### src/rtl/load_store_unit_if.sv
`default_nettype none
// ============================================================================
// Module   : load_store_unit_if
// Purpose  : Bundles the execute-stage op handshake, the data-memory req/ack
//            bus and the register writeback signals of the load/store unit.
// Modports : slave  - the load/store unit itself
//            master - the surrounding pipeline / memory model
// Revision : 1.0 - initial release
// ============================================================================
interface load_store_unit_if;
  // execute-stage op
  logic        valid;
  logic        ready;
  logic        is_load;
  logic        is_store;
  logic [2:0]  funct3;
  logic [31:0] addr;
  logic [31:0] store_data;
  logic [4:0]  rd;
  // data memory
  logic        dmem_req;
  logic [31:0] dmem_addr;
  logic        dmem_wen;
  logic [3:0]  dmem_mask;
  logic [31:0] dmem_wdata;
  logic        dmem_ack;
  logic [31:0] dmem_rdata;
  // retirement / writeback
  logic        done;
  logic        wb_valid;
  logic [4:0]  wb_rd;
  logic [31:0] wb_data;
  logic        fault;

  modport slave (
    input  valid, is_load, is_store, funct3, addr, store_data, rd,
           dmem_ack, dmem_rdata,
    output ready, dmem_req, dmem_addr, dmem_wen, dmem_mask, dmem_wdata,
           done, wb_valid, wb_rd, wb_data, fault
  );

  modport master (
    output valid, is_load, is_store, funct3, addr, store_data, rd,
           dmem_ack, dmem_rdata,
    input  ready, dmem_req, dmem_addr, dmem_wen, dmem_mask, dmem_wdata,
           done, wb_valid, wb_rd, wb_data, fault
  );
endinterface
`default_nettype wire

### src/rtl/load_store_unit.sv
`default_nettype none
// ============================================================================
// Module   : load_store_unit
// Purpose  : Data-memory load/store unit. Takes the ALU result as effective
//            address and rs2 as store data, runs one req/ack memory
//            transaction per accepted op, builds byte masks / replicated
//            store data, aligns and extends load data, and reports
//            misaligned or illegal ops as faults without touching memory.
// Ports    : clk   - clock, rising edge
//            rst_n - asynchronous active-low reset
//            bus   - load_store_unit_if.slave (op in, dmem bus, writeback)
// Revision : 1.0 - initial release
// ============================================================================
module load_store_unit (
  input  logic               clk,
  input  logic               rst_n,
  load_store_unit_if.slave   bus
);

  localparam logic [1:0] c_st_idle = 2'd0;
  localparam logic [1:0] c_st_req  = 2'd1;
  localparam logic [1:0] c_st_resp = 2'd2;

  logic [1:0]  r_state;
  logic        r_req;
  logic [31:0] r_dmem_addr;
  logic        r_wen;
  logic [3:0]  r_mask;
  logic [31:0] r_wdata;
  logic        r_done;
  logic        r_wb_valid;
  logic [4:0]  r_wb_rd;
  logic [31:0] r_wb_data;
  logic        r_fault;
  logic        r_is_load;
  logic [2:0]  r_funct3;
  logic [1:0]  r_off;

  logic        w_bad_f3;
  logic        w_misalign;
  logic        w_fault;
  logic        w_mem_op;
  logic [3:0]  w_mask;
  logic [31:0] w_wdata;
  logic [31:0] w_shifted;
  logic [31:0] w_load_data;

  // Fault / mask / store-data decode of the op presented this cycle.
  always_comb begin
    w_bad_f3 = 1'b0;
    if (bus.is_load) begin
      case (bus.funct3)
        3'b000, 3'b001, 3'b010, 3'b100, 3'b101: w_bad_f3 = 1'b0;
        default:                                w_bad_f3 = 1'b1;
      endcase
    end else if (bus.is_store) begin
      w_bad_f3 = bus.funct3[2] | (bus.funct3[1:0] == 2'b11);
    end

    w_misalign = ((bus.funct3[1:0] == 2'b01) && bus.addr[0]) ||
                 ((bus.funct3[1:0] == 2'b10) && (bus.addr[1:0] != 2'b00));
    w_mem_op   = bus.is_load | bus.is_store;
    w_fault    = (bus.is_load & bus.is_store) | (w_mem_op & (w_bad_f3 | w_misalign));

    w_mask  = 4'b1111;
    w_wdata = bus.store_data;
    if (!bus.is_load) begin
      case (bus.funct3[1:0])
        2'b00: begin
          w_mask  = 4'b0001 << bus.addr[1:0];
          w_wdata = {4{bus.store_data[7:0]}};
        end
        2'b01: begin
          w_mask  = bus.addr[1] ? 4'b1100 : 4'b0011;
          w_wdata = {2{bus.store_data[15:0]}};
        end
        default: begin
          w_mask  = 4'b1111;
          w_wdata = bus.store_data;
        end
      endcase
    end
  end

  // Load alignment uses the offset/size latched at acceptance.
  always_comb begin
    w_shifted = bus.dmem_rdata >> {r_off, 3'b000};
    case (r_funct3)
      3'b000:  w_load_data = {{24{w_shifted[7]}},  w_shifted[7:0]};
      3'b001:  w_load_data = {{16{w_shifted[15]}}, w_shifted[15:0]};
      3'b100:  w_load_data = {24'd0, w_shifted[7:0]};
      3'b101:  w_load_data = {16'd0, w_shifted[15:0]};
      default: w_load_data = w_shifted;
    endcase
  end

  always_ff @(posedge clk or negedge rst_n) begin
    if (!rst_n) begin
      r_state     <= c_st_idle;
      r_req       <= 1'b0;
      r_dmem_addr <= 32'd0;
      r_wen       <= 1'b0;
      r_mask      <= 4'd0;
      r_wdata     <= 32'd0;
      r_done      <= 1'b0;
      r_wb_valid  <= 1'b0;
      r_wb_rd     <= 5'd0;
      r_wb_data   <= 32'd0;
      r_fault     <= 1'b0;
      r_is_load   <= 1'b0;
      r_funct3    <= 3'd0;
      r_off       <= 2'd0;
    end else begin
      // retirement outputs are single-cycle pulses
      r_done     <= 1'b0;
      r_wb_valid <= 1'b0;
      r_fault    <= 1'b0;
      case (r_state)
        c_st_idle: begin
          if (bus.valid) begin
            r_wb_rd   <= bus.rd;
            r_funct3  <= bus.funct3;
            r_off     <= bus.addr[1:0];
            r_is_load <= bus.is_load & ~bus.is_store;
            if (w_fault || !w_mem_op) begin
              // no memory access: retire straight from RESP
              r_state <= c_st_resp;
              r_done  <= 1'b1;
              r_fault <= w_fault;
            end else begin
              r_state     <= c_st_req;
              r_req       <= 1'b1;
              r_dmem_addr <= {bus.addr[31:2], 2'b00};
              r_wen       <= bus.is_store;
              r_mask      <= w_mask;
              r_wdata     <= w_wdata;
            end
          end
        end
        c_st_req: begin
          if (bus.dmem_ack) begin
            r_state    <= c_st_resp;
            r_req      <= 1'b0;
            r_done     <= 1'b1;
            r_wb_valid <= r_is_load;
            if (r_is_load) begin
              r_wb_data <= w_load_data;
            end
          end
        end
        c_st_resp: r_state <= c_st_idle;
        default:   r_state <= c_st_idle;
      endcase
    end
  end

  assign bus.ready      = (r_state == c_st_idle);
  assign bus.dmem_req   = r_req;
  assign bus.dmem_addr  = r_dmem_addr;
  assign bus.dmem_wen   = r_wen;
  assign bus.dmem_mask  = r_mask;
  assign bus.dmem_wdata = r_wdata;
  assign bus.done       = r_done;
  assign bus.wb_valid   = r_wb_valid;
  assign bus.wb_rd      = r_wb_rd;
  assign bus.wb_data    = r_wb_data;
  assign bus.fault      = r_fault;

endmodule
`default_nettype wire

### src/flat_wrapper.sv
// flat-port wrapper written by rule: the top's interface ports become plain ports
module load_store_unit_flat 
  (clk, rst_n, bus_valid, bus_is_load, bus_is_store, bus_funct3, bus_addr, bus_store_data, bus_rd, bus_dmem_ack, bus_dmem_rdata, bus_ready, bus_dmem_req, bus_dmem_addr, bus_dmem_wen, bus_dmem_mask, bus_dmem_wdata, bus_done, bus_wb_valid, bus_wb_rd, bus_wb_data, bus_fault);
  load_store_unit_if bus_i ();
  input  logic clk;
  input  logic rst_n;
  input wire logic [$bits(bus_i.valid)-1:0] bus_valid;
  input wire logic [$bits(bus_i.is_load)-1:0] bus_is_load;
  input wire logic [$bits(bus_i.is_store)-1:0] bus_is_store;
  input wire logic [$bits(bus_i.funct3)-1:0] bus_funct3;
  input wire logic [$bits(bus_i.addr)-1:0] bus_addr;
  input wire logic [$bits(bus_i.store_data)-1:0] bus_store_data;
  input wire logic [$bits(bus_i.rd)-1:0] bus_rd;
  input wire logic [$bits(bus_i.dmem_ack)-1:0] bus_dmem_ack;
  input wire logic [$bits(bus_i.dmem_rdata)-1:0] bus_dmem_rdata;
  output wire logic [$bits(bus_i.ready)-1:0] bus_ready;
  output wire logic [$bits(bus_i.dmem_req)-1:0] bus_dmem_req;
  output wire logic [$bits(bus_i.dmem_addr)-1:0] bus_dmem_addr;
  output wire logic [$bits(bus_i.dmem_wen)-1:0] bus_dmem_wen;
  output wire logic [$bits(bus_i.dmem_mask)-1:0] bus_dmem_mask;
  output wire logic [$bits(bus_i.dmem_wdata)-1:0] bus_dmem_wdata;
  output wire logic [$bits(bus_i.done)-1:0] bus_done;
  output wire logic [$bits(bus_i.wb_valid)-1:0] bus_wb_valid;
  output wire logic [$bits(bus_i.wb_rd)-1:0] bus_wb_rd;
  output wire logic [$bits(bus_i.wb_data)-1:0] bus_wb_data;
  output wire logic [$bits(bus_i.fault)-1:0] bus_fault;
  assign bus_i.valid = bus_valid;
  assign bus_i.is_load = bus_is_load;
  assign bus_i.is_store = bus_is_store;
  assign bus_i.funct3 = bus_funct3;
  assign bus_i.addr = bus_addr;
  assign bus_i.store_data = bus_store_data;
  assign bus_i.rd = bus_rd;
  assign bus_i.dmem_ack = bus_dmem_ack;
  assign bus_i.dmem_rdata = bus_dmem_rdata;
  assign bus_ready = bus_i.ready;
  assign bus_dmem_req = bus_i.dmem_req;
  assign bus_dmem_addr = bus_i.dmem_addr;
  assign bus_dmem_wen = bus_i.dmem_wen;
  assign bus_dmem_mask = bus_i.dmem_mask;
  assign bus_dmem_wdata = bus_i.dmem_wdata;
  assign bus_done = bus_i.done;
  assign bus_wb_valid = bus_i.wb_valid;
  assign bus_wb_rd = bus_i.wb_rd;
  assign bus_wb_data = bus_i.wb_data;
  assign bus_fault = bus_i.fault;
  load_store_unit u_core (.clk(clk), .rst_n(rst_n), .bus(bus_i));
endmodule
### config.mk
export PLATFORM = sky130hd
export DESIGN_NAME = load_store_unit_flat
export DESIGN_NICKNAME = d
export VERILOG_FILES = /design/src/rtl/load_store_unit_if.sv /design/src/rtl/load_store_unit.sv /design/src/flat_wrapper.sv
export SDC_FILE = /design/constraint.sdc
export NUM_CORES = 1
export LEC_CHECK = 0
export BUFFER_PORTS_ARGS = -buffer_cell sky130_fd_sc_hd__buf_2
export CORE_MARGIN = 1
export CORE_UTILIZATION = 49
export DETAILED_ROUTE_END_ITERATION = 10
export PLACE_DENSITY_LB_ADDON = 0.05
export SETUP_SLACK_MARGIN = 0.2
export SYNTH_ARGS = -nofsm -noshare
export SYNTH_HDL_FRONTEND = slang
export SYNTH_SLANG_ARGS = --single-unit
### constraint.sdc
create_clock -name clk -period 2.4 [get_ports clk]
set_clock_uncertainty 0.2 [all_clocks]
set_input_delay 0.48 -clock clk [delete_from_list [all_inputs] [get_ports clk]]
set_output_delay 0.48 -clock clk [all_outputs]
set_load 0.02 [all_outputs]
== Word level (Yosys, flattened, before mapping) ==
Index checks and enable logic that the tools add are counted.

* Word-level logic and storage cells: 82
* Memories: 0
* Output and inout port bits: 111
* Bits of input ports: 110
* Register bits after elaboration: 116
* Memory bits (read-only): 0
* Latch bits: 0
* Bits in writable memories: 0

* Multiply operators: 0
* Bitwise gates (word level): 9
* Equality and inequality tests: 14
* $add $sub $neg: 0
* Reduce and logical (&&, ||, !) cells: 17
* Shift-type cells: 2
* Muxes and demuxes: 26
* Order comparisons: 0
* Divide/modulo/power cells: 0

{| class="wikitable"
|+ Operator list
! kind !! number
|-
| case mux 32 bit (4 select lines) || 1
|-
| case mux 32 bit (2 select lines) || 1
|-
| two-way mux 32 bit || 1
|-
| right shift 32 x 5 -> 32 bit || 1
|-
| two-way mux 1 bit || 14
|-
| equality test 3 bit, second input constant || 4
|-
| two-way mux 4 bit || 2
|-
| case mux 4 bit (2 select lines) || 1
|-
| equality test 3 x 1 -> 1 bit, second input constant || 2
|-
| zero test 3 bit || 2
|-
| two-way mux 2 bit || 3
|-
| inequality test 2 bit, second input constant || 3
|-
| AND reduction 3 bit || 2
|-
| OR reduction 5 bit || 1
|-
| equality test 2 x 1 -> 1 bit, second input constant || 2
|-
| equality test 2 bit, second input constant || 2
|-
| zero test 2 bit || 2
|-
| bitwise OR 1 bit || 4
|-
| case mux 1 bit (2 select lines) || 2
|-
| case mux 2 bit (2 select lines) || 1
|-
| AND reduction 2 bit || 2
|-
| AND reduction 4 bit || 1
|-
| nonzero test 2 bit || 2
|-
| << shifter 1 x 2 -> 4 bit, first input constant || 1
|-
| other kinds (6) || 11
|}

== Longest topological paths before layout ==
* Depth after elaboration: 11
* Depth in mapped cells: 7
* Gate-level depth less buffers: 4

== Worst setup path after synthesis ==
Ideal clock, no wire load.

* Kind: reg2reg
* Start: register u_core.r_state[1]
* End: register u_core.r_dmem_addr[16], in the netlist u_core.bus.dmem_addr[16]
* Stages on the path, launching flop included: 7
* Period minus slack after synthesis: 2.190 ns
* Arrival time: 1.864 ns
* Setup time: 0.125 ns
* Path buffers: 2
* Required time: 2.075 ns
* Slack: 0.210 ns
* Path through: dfrtp_1 > nor2_1 > nand2_1 > nor3_2 > buf_4 > buf_6 > mux2_4

* Cells in the longest elaborated chain, start to end: 2

{| class="wikitable"
|+ RTL lines
! what !! line !! source
|-
| from (decl) || load_store_unit.sv:24 || <nowiki>logic [1:0] r_state;</nowiki>
|-
| from (signal assigned) || load_store_unit.sv:99 || <nowiki>r_state <= c_st_idle;</nowiki>
|-
| from (signal assigned) || load_store_unit.sv:127 || <nowiki>r_state <= c_st_resp;</nowiki>
|-
| from (signal assigned) || load_store_unit.sv:131 || <nowiki>r_state <= c_st_req;</nowiki>
|-
| zero test 2 bit || n/a ||
|-
| net bus_ready || flat_wrapper.sv:16 || <nowiki>output wire logic [$bits(bus_i.ready)-1:0] bus_ready;</nowiki>
|-
| AND reduction 3 bit (no source line) || n/a ||
|-
| to (signal assigned) || load_store_unit.sv:133 || <nowiki>r_dmem_addr <= {bus.addr[31:2], 2'b00};</nowiki>
|-
| to (decl) || load_store_unit.sv:26 || <nowiki>logic [31:0] r_dmem_addr;</nowiki>
|}

The timed path passes the listed nets, and every way through them passes these cells.
A chain may end at the register's enable or synchronous reset.

== Worst setup path after layout ==
* Start: register u_core.r_state[1]
* End: register u_core.r_dmem_addr[9], in the netlist u_core.bus.dmem_addr[9]

* Cells in the longest elaborated chain, start to end: 2

{| class="wikitable"
|+ RTL lines
! what !! line !! source
|-
| zero test 2 bit || load_store_unit.sv:118 || <nowiki>case (r_state)</nowiki>
|-
| AND reduction 3 bit (no source line) || n/a ||
|}

No other way between the ends.

==> out/metrics.cfg <==
[floorplan]
rows = 38
boundaryPins = 221
core_sq_mm = 0.0108
die_width_um = 107
start_util_pct = 50.3
dieArea_sq_mm = 0.0115
dieHeight_um = 107

[worst_setup_path]
arrival_ps = 2260
start_kind = register
endpoint_kind = register
slowest_stage = dfrtp_1
reg2reg_depth = 5
cpPeakStageDelay_ps = 410
crit_path_max_fanout = 53
cp.required_ps = 2600
crit_cells = 5
critPathBufInv = 1
worstPathCellList = nor2_1 -> nand2_1 -> nor3_4 -> buf_12 -> mux2_2
cp_top_family = simple AND/OR/NAND/NOR gates
critPathKind = register to register

[hold_path]
worst_hold_path.num_cells = 3
min_path_type = input port to register

[drt]
vias_per_cell = 5.07
routedWlPerCell_um = 15.8
top_layer_used = met4
met2_length_mm = 6.88
ant_nets = 0
m1WireLength_mm = 5.97
vias = 4511
dr_wl_met3_um = 910
drt_pass1_iterations = 4
wirelength_mm = 14.1
drc = 0
first_iter_violations = 206

[sta]
max_freq_ghz = 0.487
period_needed_ps = 2050
hold_viol_final = 0
tightest_slew_ps = 544
slew_viol_final = 0
period_share_pct = 85.6
slew-limit-headroom_pct = 63.6
setup_violations = 0
finalSetupTns_ps = 0
fin_ws_ps = 346
rsz0062_at_grt = no

[cells_and_area]
finalNonFillerCells = 890
utilization_pct = 71.6
nets = 847
antenna_cells = 0
drive_gt1_share_pct = 48.4
syn2layout_area_growth_pct = 42.4

[global_route]
grt_remaining_overflow = 0
grt_max_degree = 54
antenna_found_initial = 0
grt_pass1_wl_mm = 22.6
grt_pass1_vias = 4568
grtUsageTotal_pct = 25.8

[yosys]
synth_compound_area_share_pct = 5.88
yosys_warnings = 0
netlist_instances = 472
yosys.area_share.simple_pct = 12.3
postSynthAreaPerCell_sq_um = 11.5
synth-seq-area-share_pct = 53.5
ys.flop_type = dfrtp_1
async_reset_ff_share_pct = 100
synth_mux_area_share_pct = 25.1
ys_ff_latch = 116
synth_fa_ha_area_share_pct = 0
synth.distinct_cells = 39
synth_edf_count = 0
syn-cell-area_sq_mm = 0.00542
synth_xor_area_share_pct = 0.161
synth_top_family_by_area = multiplexers

[placement]
io_buffers = 218
place_inst = 821
globalplace.congestion = 0.808
place_ws_ps = 58.8
place_hpwl_mm = 9.86

[cts]
clk_pin_slew_worst_paths_ps = 60
post_cts_resized = 0
cts_setup_buffers = 0
htree_num_levels = 4
clk_path_buf_depth = 2
clkLatencyLatePin_ps = 520
cts_root_buffer = clkbuf_8
cts_tree = built
numClockSinks = 116
numCtsBuffers = 17
cts_hold_buf = 37

[status]
run_status = finished clean

[power]
vdd_drop_max_uv = 648
power.leakage_nw = 3.89
pwr_density_cell_mw_per_mm2 = 1210
total_power_w = 0.00932

[run]
drv_cap = 0

-- logic make-up after synthesis --
group / count (synthesis)
buffers and inverters: 32
DFF: 116
AOI/OAI and AO/OA: 57
other: 1
muxes: 117
and+or+nand+nor: 148
xor gates and xnor gates: 1
-- through the flow --
| step | hold WS [ps] | area [sq um] |
|---|---|---|
| after CTS | 4.74 | 7720 |
| after global placement | 222 | 6740 |
| after global routing | 20.4 | 7720 |
| final | 27.5 | 7720 |
| after detailed placement | 223 | 6740 |
| after floorplan | -15.6 | 5430 |
-- state kept, by name (all words and copies together), names as in the netlist --
name                   count
u_core.bus.dmem_addr      30
u_core.bus.dmem_mask       4
u_core.bus.dmem_req        1
u_core.bus.dmem_wdata     32
u_core.bus.dmem_wen        1
u_core.bus.done            1
u_core.bus.fault           1
u_core.bus.wb_data        32
u_core.bus.wb_rd           5
u_core.bus.wb_valid        1
u_core.r_funct3            3
u_core.r_is_load           1
u_core.r_off               2
u_core.r_state             2
-- report_power, final --
part           internal, W  total (W)  leakage (nW)  switching, W
Sequential         0.00277    0.00323          1.43      0.000460
Clock              0.00176    0.00261         0.305      0.000855
Combinational      0.00145    0.00348          2.16       0.00203
-- area by class of cell --
type / instances / area, sq um
multi-input cells: 325 / 2370
flip-flops and latches: 116 / 2900
repair buffers: 274 / 1640
well taps: 140 / 175
clock buffers: 22 / 463
clock inverters: 10 / 153
fillers: 802 / 3070
inverters: 3 / 11.3
-- synthesized netlist by cell type (2+ instances only) --
library cell  count  area share [%]
and2_0            2            0.23
buf_2             9            0.83
buf_1             2            0.14
nand2_1          58             4.0
nor2_1           35             2.4
mux2_2           72              15
dfrtp_1         116              54
buf_6             2            0.42
o21ai_0          22             2.0
clkbuf_1         13            0.90
nand2b_1          2            0.23
mux2i_1          26             4.8
nor3_2            2            0.37
o311ai_0          2            0.32
nand3_1          30             2.8
nor3b_1           2            0.28
nand3b_1          2            0.28
inv_1             3            0.21
nor2b_1           3            0.35
a21oi_1          26             2.4
buf_4             3            0.42
mux2_4           18             5.0
and2_1            5            0.58
nor3_1            2            0.18
-- layer usage --
layer  global-route usage, %  vias to the layer above
li1                        -                     2172
met1                    31.2                     2165
met2                    42.4                      149
met3                    7.96                       25
met4                    11.0                        0
met5                       0                        -
-- tightest hold or removal path: stages --
cell,delay (ps)
buf_2,110
nand2_1,70
nand2_1,50
-- cells in the final DEF (no fill, tap or decap), types with 2 or more instances in the layout --
master	n
o311ai_0	2
mux2_4	18
buf_12	3
dlygate4sd3_1	37
mux2i_1	26
nand3b_1	2
clkinv_2	5
dfrtp_1	116
mux2_2	72
buf_4	17
nor3b_1	2
nand3_1	30
nand2_1	58
clkbuf_8	4
nand2b_1	2
and2_0	2
and2_1	5
nor2b_1	3
nor2_1	35
nor3_1	2
clkbuf_16	16
buf_2	217
clkbuf_1	2
bufinv_16	4
o21ai_0	22
a21oi_1	26
conb_1	2
inv_1	3
-- path summary, 6_finish.rpt --
kind / start / slack, ps / end
worst max-delay path: u_core.r_state[1]$_DFFE_PN0P_ / 350 / u_core.bus.dmem_addr[9]$_DFFE_PN0P_
worst min-delay path: bus_funct3[0] / 30 / u_core.r_funct3[0]$_DFFE_PN0P_
worst max register to register: u_core.r_state[1]$_DFFE_PN0P_ / 350 / u_core.bus.dmem_addr[9]$_DFFE_PN0P_
worst min register to register: u_core.bus.wb_rd[2]$_DFFE_PN0P_ / 270 / u_core.bus.wb_rd[2]$_DFFE_PN0P_
max in group asynchronous: rst_n / 1190 / u_core.bus.dmem_addr[31]$_DFFE_PN0P_
min in group asynchronous: rst_n / 220 / u_core.bus.wb_rd[1]$_DFFE_PN0P_
Power figures use the tool's default switching activity.
